**config.mk**
```make
export PLATFORM = sky130hd
export DESIGN_NAME = address_unit
export DESIGN_NICKNAME = d
export VERILOG_FILES = /design/src/rtl/address_unit_pkg.sv /design/src/rtl/address_unit_program_counter.sv /design/src/rtl/address_unit.sv
export SDC_FILE = /design/constraint.sdc
export NUM_CORES = 1
export LEC_CHECK = 0
export CORE_ASPECT_RATIO = 1.25
export CORE_MARGIN = 2
export CORE_UTILIZATION = 44
export CTS_CLUSTER_SIZE = 10
export DETAILED_ROUTE_END_ITERATION = 10
export GPL_TIMING_DRIVEN = 0
export PLACE_DENSITY = 0.85
export SETUP_SLACK_MARGIN = 0.15
export SLEW_MARGIN = 20
export SYNTH_ARGS = -nofsm -noshare
export SYNTH_HDL_FRONTEND = slang
export SYNTH_SLANG_ARGS = --single-unit
```
**constraint.sdc**
```tcl
create_clock -name clk -period 3.7 [get_ports clk]
set_input_delay 1.11 -clock clk [delete_from_list [all_inputs] [get_ports clk]]
set_output_delay 1.11 -clock clk [all_outputs]
set_load 0.1 [all_outputs]
```
**src/rtl/address_unit_pkg.sv**
```systemverilog
`default_nettype none
// ============================================================================
//  Module      : address_unit_pkg
//  Description : Address-select codes shared by the decoder and address unit.
//  Revision    : 1.0  initial release
// ============================================================================
package address_unit_pkg;

    localparam logic [1:0] ADR_SEL_PC  = 2'd0;
    localparam logic [1:0] ADR_SEL_MEM = 2'd1;
    localparam logic [1:0] ADR_SEL_ALU = 2'd2;
    localparam logic [1:0] ADR_SEL_RSV = 2'd3;

endpackage
`default_nettype wire

```
**src/rtl/address_unit_program_counter.sv**
```systemverilog
`default_nettype none
// ============================================================================
//  Module      : program_counter
//  Description : 16-bit PC with synchronous clear, byte-wise load, increment.
//  Revision    : 1.0  initial release
// ============================================================================
module program_counter (
    input  logic        clk,
    input  logic        i_clear,
    input  logic        i_enable,
    input  logic        load_lo,
    input  logic        load_hi,
    input  logic [7:0]  load_data,
    input  logic        i_increment,
    output logic [15:0] o_pc
);

    logic [15:0] r_pc;

    // Clear wins even when the unit is stalled.
    always_ff @(posedge clk) begin
        if (i_clear) begin
            r_pc <= 16'h0000;
        end else if (i_enable) begin
            if (load_lo) begin
                r_pc[7:0] <= load_data;
            end else if (load_hi) begin
                r_pc[15:8] <= load_data;
            end else if (i_increment) begin
                r_pc <= r_pc + 16'd1;
            end
        end
    end

    assign o_pc = r_pc;

endmodule
`default_nettype wire

```
**src/rtl/address_unit.sv**
```systemverilog
`default_nettype none
// ============================================================================
//  Module      : address_unit
//  Description : 6502 address-bus unit: PC ownership, reset-vector fetch and
//                external address / rw multiplexing.
//  Revision    : 1.0  initial release
// ============================================================================
module address_unit
    import address_unit_pkg::*;
#(
    parameter logic [15:0] RESET_VECTOR = 16'hFFFC
) (
    input  logic        clk,
    input  logic        res,
    input  logic        rdy,
    input  logic        pc_enable,
    input  logic [1:0]  address_select,
    input  logic [15:0] memory_address,
    input  logic [7:0]  alu_result,
    input  logic        rw_in,
    input  logic [7:0]  data_in,
    output logic [15:0] address_out,
    output logic        rw_out,
    output logic [15:0] pc_out,
    output logic        decode_hold
);

    localparam logic [1:0] S_VEC_LO = 2'd0;
    localparam logic [1:0] S_VEC_HI = 2'd1;
    localparam logic [1:0] S_VEC_LD = 2'd2;
    localparam logic [1:0] S_RUN    = 2'd3;

    localparam logic [15:0] c_VEC_HI_ADDR = RESET_VECTOR + 16'd1;

    logic [1:0]  r_state;
    logic [1:0]  w_next_state;
    logic        w_load_lo;
    logic        w_load_hi;
    logic        w_increment;
    logic [15:0] w_pc;

    always_ff @(posedge clk) begin
        if (res) begin
            r_state <= S_VEC_LO;
        end else if (rdy) begin
            r_state <= w_next_state;
        end
    end

    always_comb begin
        w_next_state = r_state;
        case (r_state)
            S_VEC_LO: w_next_state = S_VEC_HI;
            S_VEC_HI: w_next_state = S_VEC_LD;
            S_VEC_LD: w_next_state = S_RUN;
            default:  w_next_state = S_RUN;
        endcase
    end

    // Each vector byte is captured one state after its address was driven,
    // matching the one-cycle read latency of the external bus.
    always_comb begin
        address_out = RESET_VECTOR;
        rw_out      = 1'b1;
        decode_hold = 1'b1;
        w_load_lo   = 1'b0;
        w_load_hi   = 1'b0;
        w_increment = 1'b0;
        case (r_state)
            S_VEC_LO: begin
                address_out = RESET_VECTOR;
            end
            S_VEC_HI: begin
                address_out = c_VEC_HI_ADDR;
                w_load_lo   = 1'b1;
            end
            S_VEC_LD: begin
                address_out = c_VEC_HI_ADDR;
                w_load_hi   = 1'b1;
            end
            default: begin
                decode_hold = 1'b0;
                rw_out      = rw_in;
                w_increment = pc_enable;
                case (address_select)
                    ADR_SEL_MEM: address_out = memory_address;
                    ADR_SEL_ALU: address_out = {8'h00, alu_result};
                    default:     address_out = w_pc;
                endcase
            end
        endcase
    end

    program_counter u_program_counter (
        .clk         (clk),
        .i_clear     (res),
        .i_enable    (rdy),
        .load_lo     (w_load_lo),
        .load_hi     (w_load_hi),
        .load_data   (data_in),
        .i_increment (w_increment),
        .o_pc        (w_pc)
    );

    assign pc_out = w_pc;

endmodule
`default_nettype wire
```
==> run summary <==
Outcome -> finished clean
Setup skew after layout -> 0.00450 ns
Sequence of cells on the critical path -> buf_2 -> inv_6 -> ha_4 -> buf_8 -> buf_8 -> a221o_2 -> buf_12
Final-layout worst hold slack -> 0.558 ns
GR Util All Layers -> 26.6%
Final std cells w/o fill -> 314
Initial antenna violation count -> 0
Register area share after synthesis -> 23.5%
Yosys synthesis warning count -> 0
Largest net degree at the start of global routing -> 11
Power density normalized to cell area -> 323 mW/mm^2
Proportion of synthesized area in mux cells -> 3.34%
Drc violations -> 0
Via count normalized by instance count -> 6.22
Clock period minus final worst setup slack -> 3.47 ns
Share of the synthesized area in compound gates (AO/OA/AOI/OAI) -> 32.7%
Area grow syn2layout -> 58.6%
Max-slew headroom at the worst pin -> 33.7%
XOR/XNOR share of the synthesized area -> 0%
Met3 track demand over resource -> 4.07%
Number of max-cap violations -> 0
Largest driver fanout on the critical path -> 10
Starting density of the core -> 44.8%
Later-pin clock latency in the skew report -> 0.26 ns
Vertical extent of the die -> 70.0 um
Fraction of synthesized cell area taken by the top area cell type -> 23.5%
Kind of cell adding the most delay to the critical path -> buffers and inverters
Worst Path Arrival -> 2.36 ns
Post-synthesis sequential element count -> 18
Buffer cell driving the clock tree root -> clkbuf_8
Tightest Pin Transition -> 0.991 ns
Max-slew violation count -> 0
Kind of end point of the critical path -> output pin
DP HPWL -> 3840 um
Maximum buffer depth of the clock tree -> 2
Fraction of registers with async set/reset -> 0%
Global-route wire length before repair -> 8440 um
Path type of the worst min-delay path -> reg -> reg
Area of the die -> 0.00398 mm^2
Count of H-tree levels built during CTS -> 1
Fmax -> 288 MHz
Fillers -> 295
CORE AREA -> 0.00342 mm^2
Row cnt -> 24
Basic-gate share of the synthesized area counting and, or, nand and nor cells -> 27.0%
Net Sw Power -> 0.354 mW
Ys flop type -> dfxtp_1
TritonCTS clock tree -> yes
Routed Antenna Nets -> 0
Total number of vias -> 1,954
Leading cell types by total area after synthesis -> dfxtp_1, ha_1, o211ai_1, nand2_1, a221o_1
# placed instances -> 311
Floorplan die width -> 56.8 um
Post-DR wirelength/cell -> 16.5 um
Maximum vdd ir drop -> 0.257 mV
Total gr overflow -> 0
Switching share of total power -> 45.0%
Number of nets in the synthesized netlist -> 248
Cell mode on critical path -> buf_8
Crit path buf inv count -> 5
Total leakage power -> 0.854 nW
Number of different library cells in the post-synthesis netlist -> 46
Number of instances in the synthesized netlist -> 201
Sinks on Clock Net -> 18
Met2 Use GR -> 46.4%
Number of buffers inserted by hold repair at cts -> 0
N_diodes -> 0
Post-synthesis share of cell area spent on full adders, half adders and majority gates -> 6.53%
Fraction of power consumed by sequential logic -> 29.8%
Int Pwr -> 0.433 mW
Area of the mapped netlist -> 0.00153 mm^2
Count of boundary I/O pins -> 73
Final setup viols -> 0
Crit path largest cell delay -> 0.41 ns
Period utilisation layout -> 93.7%
Kind of launch point of the worst setup path -> primary input
GR met1 Demand/Resource -> 31.7%
Layout cell share with drive strength beyond 1 -> 18.5%
Worst Setup Path Type -> in -> out
Setup repair after global routing missed its margin -> false
Number of buffers created by CTS -> 3
Violation count after the first detailed-routing iteration -> 116
CP max-delay cell -> a221o_2
Clock group share of total power -> 21.5%
CP required -> 2.59 ns
Combinational fraction of design power -> 48.7%
Avg Synthesized Cell Area -> 7.63 um^2
Nets -> 323
Routed wire length -> 5190 um
Hold Vio Cnt, Final -> 0
Number of detailed-route iterations in the first pass -> 4
Most area-hungry cell type in the Yosys netlist -> dfxtp_1
Final RePlAce weighted congestion -> 0.911
Number of buffers inserted by port buffering -> 71
Busiest metal layer after global routing -> met2
Clock input transition at the sequential cells of the worst setup and hold paths -> 0.08 ns
Number of enable-type register cells in the synthesized netlist -> 0
Main combinational cell family by area after synthesis -> compound AO/OA/AOI/OAI gates
Via count of the first global-routing pass -> 1,831
-- stage by stage --
step,power (mW),instance area (um^2),setup TNS [ns],setup WS [ns],utilization [%]
final,0.787,2430,0,0.233,71.1
after global routing,0.814,2430,0,0.212,71.1
after floorplan,0.489,1580,-4.08,-0.494,-
after CTS,0.783,2420,0,0.155,70.8
after detailed placement,0.603,2340,-19.33,-1.26,68.4
after global placement,0.599,2340,-19.12,-1.24,68.4
-- flip-flops by register name, indices dropped and copies added (netlist names) --
register,cells
u_program_counter.o_pc,16
r_state,2
-- synthesized netlist by cell type, types with 2 or more instances --
cell,count
a211oi_1,4
nand3b_1,2
o41ai_1,2
a32oi_1,4
o21ai_0,8
or3b_2,2
nand2b_1,4
inv_1,7
clkbuf_1,14
a31oi_1,3
and3_1,2
nor4_1,4
nand2_1,24
nor2_1,12
a221o_1,6
or4_1,5
dfxtp_1,18
nor2b_1,3
a32o_1,3
nand3_1,6
o211ai_1,13
ha_1,8
mux2i_1,4
a22oi_1,8
a21oi_1,9
nand4_1,3
buf_2,4
-- power by group through the flow --
stage	clock [mW]	combinational, mW	sequential [mW]
floorplan	0	0.164	0.325
CTS	0.172	0.378	0.234
detailed placement	0	0.365	0.239
global route	0.177	0.399	0.238
finish	0.169	0.383	0.234
global placement	0	0.361	0.237
-- final timing paths --
check                           depth (start not counted)              start  slack, ns                        end
worst min register to register                          2         r_state[1]       0.56                 r_state[1]
worst max register to register                          7         r_state[0]       1.47  u_program_counter.o_pc[4]
worst max-delay path                                    7  address_select[0]       0.23            address_out[15]
worst min-delay path                                    2         r_state[1]       0.56                 r_state[1]
-- routing by layer --
metal / vias to the layer above / part of all wire (%)
met5: - / 0
met4: 0 / 3.3
met3: 17 / 7.3
met2: 106 / 50
met1: 899 / 39
li1: 932 / -
-- layout make-up --
cell class / instances / area [um^2] / area share, %
plain buffers: 18 / 115 / 4.73
multi-input cells: 156 / 1110 / 45.6
inverters: 8 / 35.0 / 1.44
well taps: 39 / 48.8 / 2.01
flip-flops and latches: 18 / 360 / 14.8
clock buffers: 4 / 55.1 / 2.26
repair buffers: 71 / 711 / 29.2
-- worst min-delay path: cells and delay by family (launching register included) --
family | cells | cell delay, ns
and+or+nand+nor | 1 | 0.12
AOI/OAI and AO/OA | 1 | 0.05
DFF | 1 | 0.34
-- logic make-up (layout without fill, tap and decap cells) --
| family | count (synthesis) | after routing |
|---|---|---|
| AOI/OAI and AO/OA | 68 | 68 |
| adders and majority gates | 8 | 8 |
| buffers and inverters | 27 | 101 |
| DFF | 18 | 18 |
| muxes | 5 | 5 |
| and+or+nand+nor | 75 | 75 |
-- timing repair --
action | in CTS | in global routing
resized for setup | 125 | 7
hold endpoints to repair | 0 | 0
setup endpoints to repair | 17 | 8
pin swaps | 2 | 1
buffers inserted | 0 | 0
-- layout by cell type (no fill, tap or decap), types with 3 or more instances in the layout --
cell type / count
ha_1: 6
a32oi_1: 4
a211oi_1: 4
nand4_1: 3
clkbuf_8: 6
mux2i_1: 4
clkdlybuf4s50_1: 52
o211ai_1: 13
buf_6: 3
o21ai_0: 7
a21oi_1: 9
a32o_1: 3
a221o_2: 6
inv_1: 6
a31oi_1: 3
clkbuf_1: 9
nand2_1: 24
nand3_1: 6
buf_12: 3
nor4_1: 4
or4_1: 5
buf_4: 10
a22oi_1: 7
buf_2: 6
nor2_1: 11
dfxtp_1: 18
nand2b_1: 4
No activity file was read; power rests on OpenSTA's default activity.
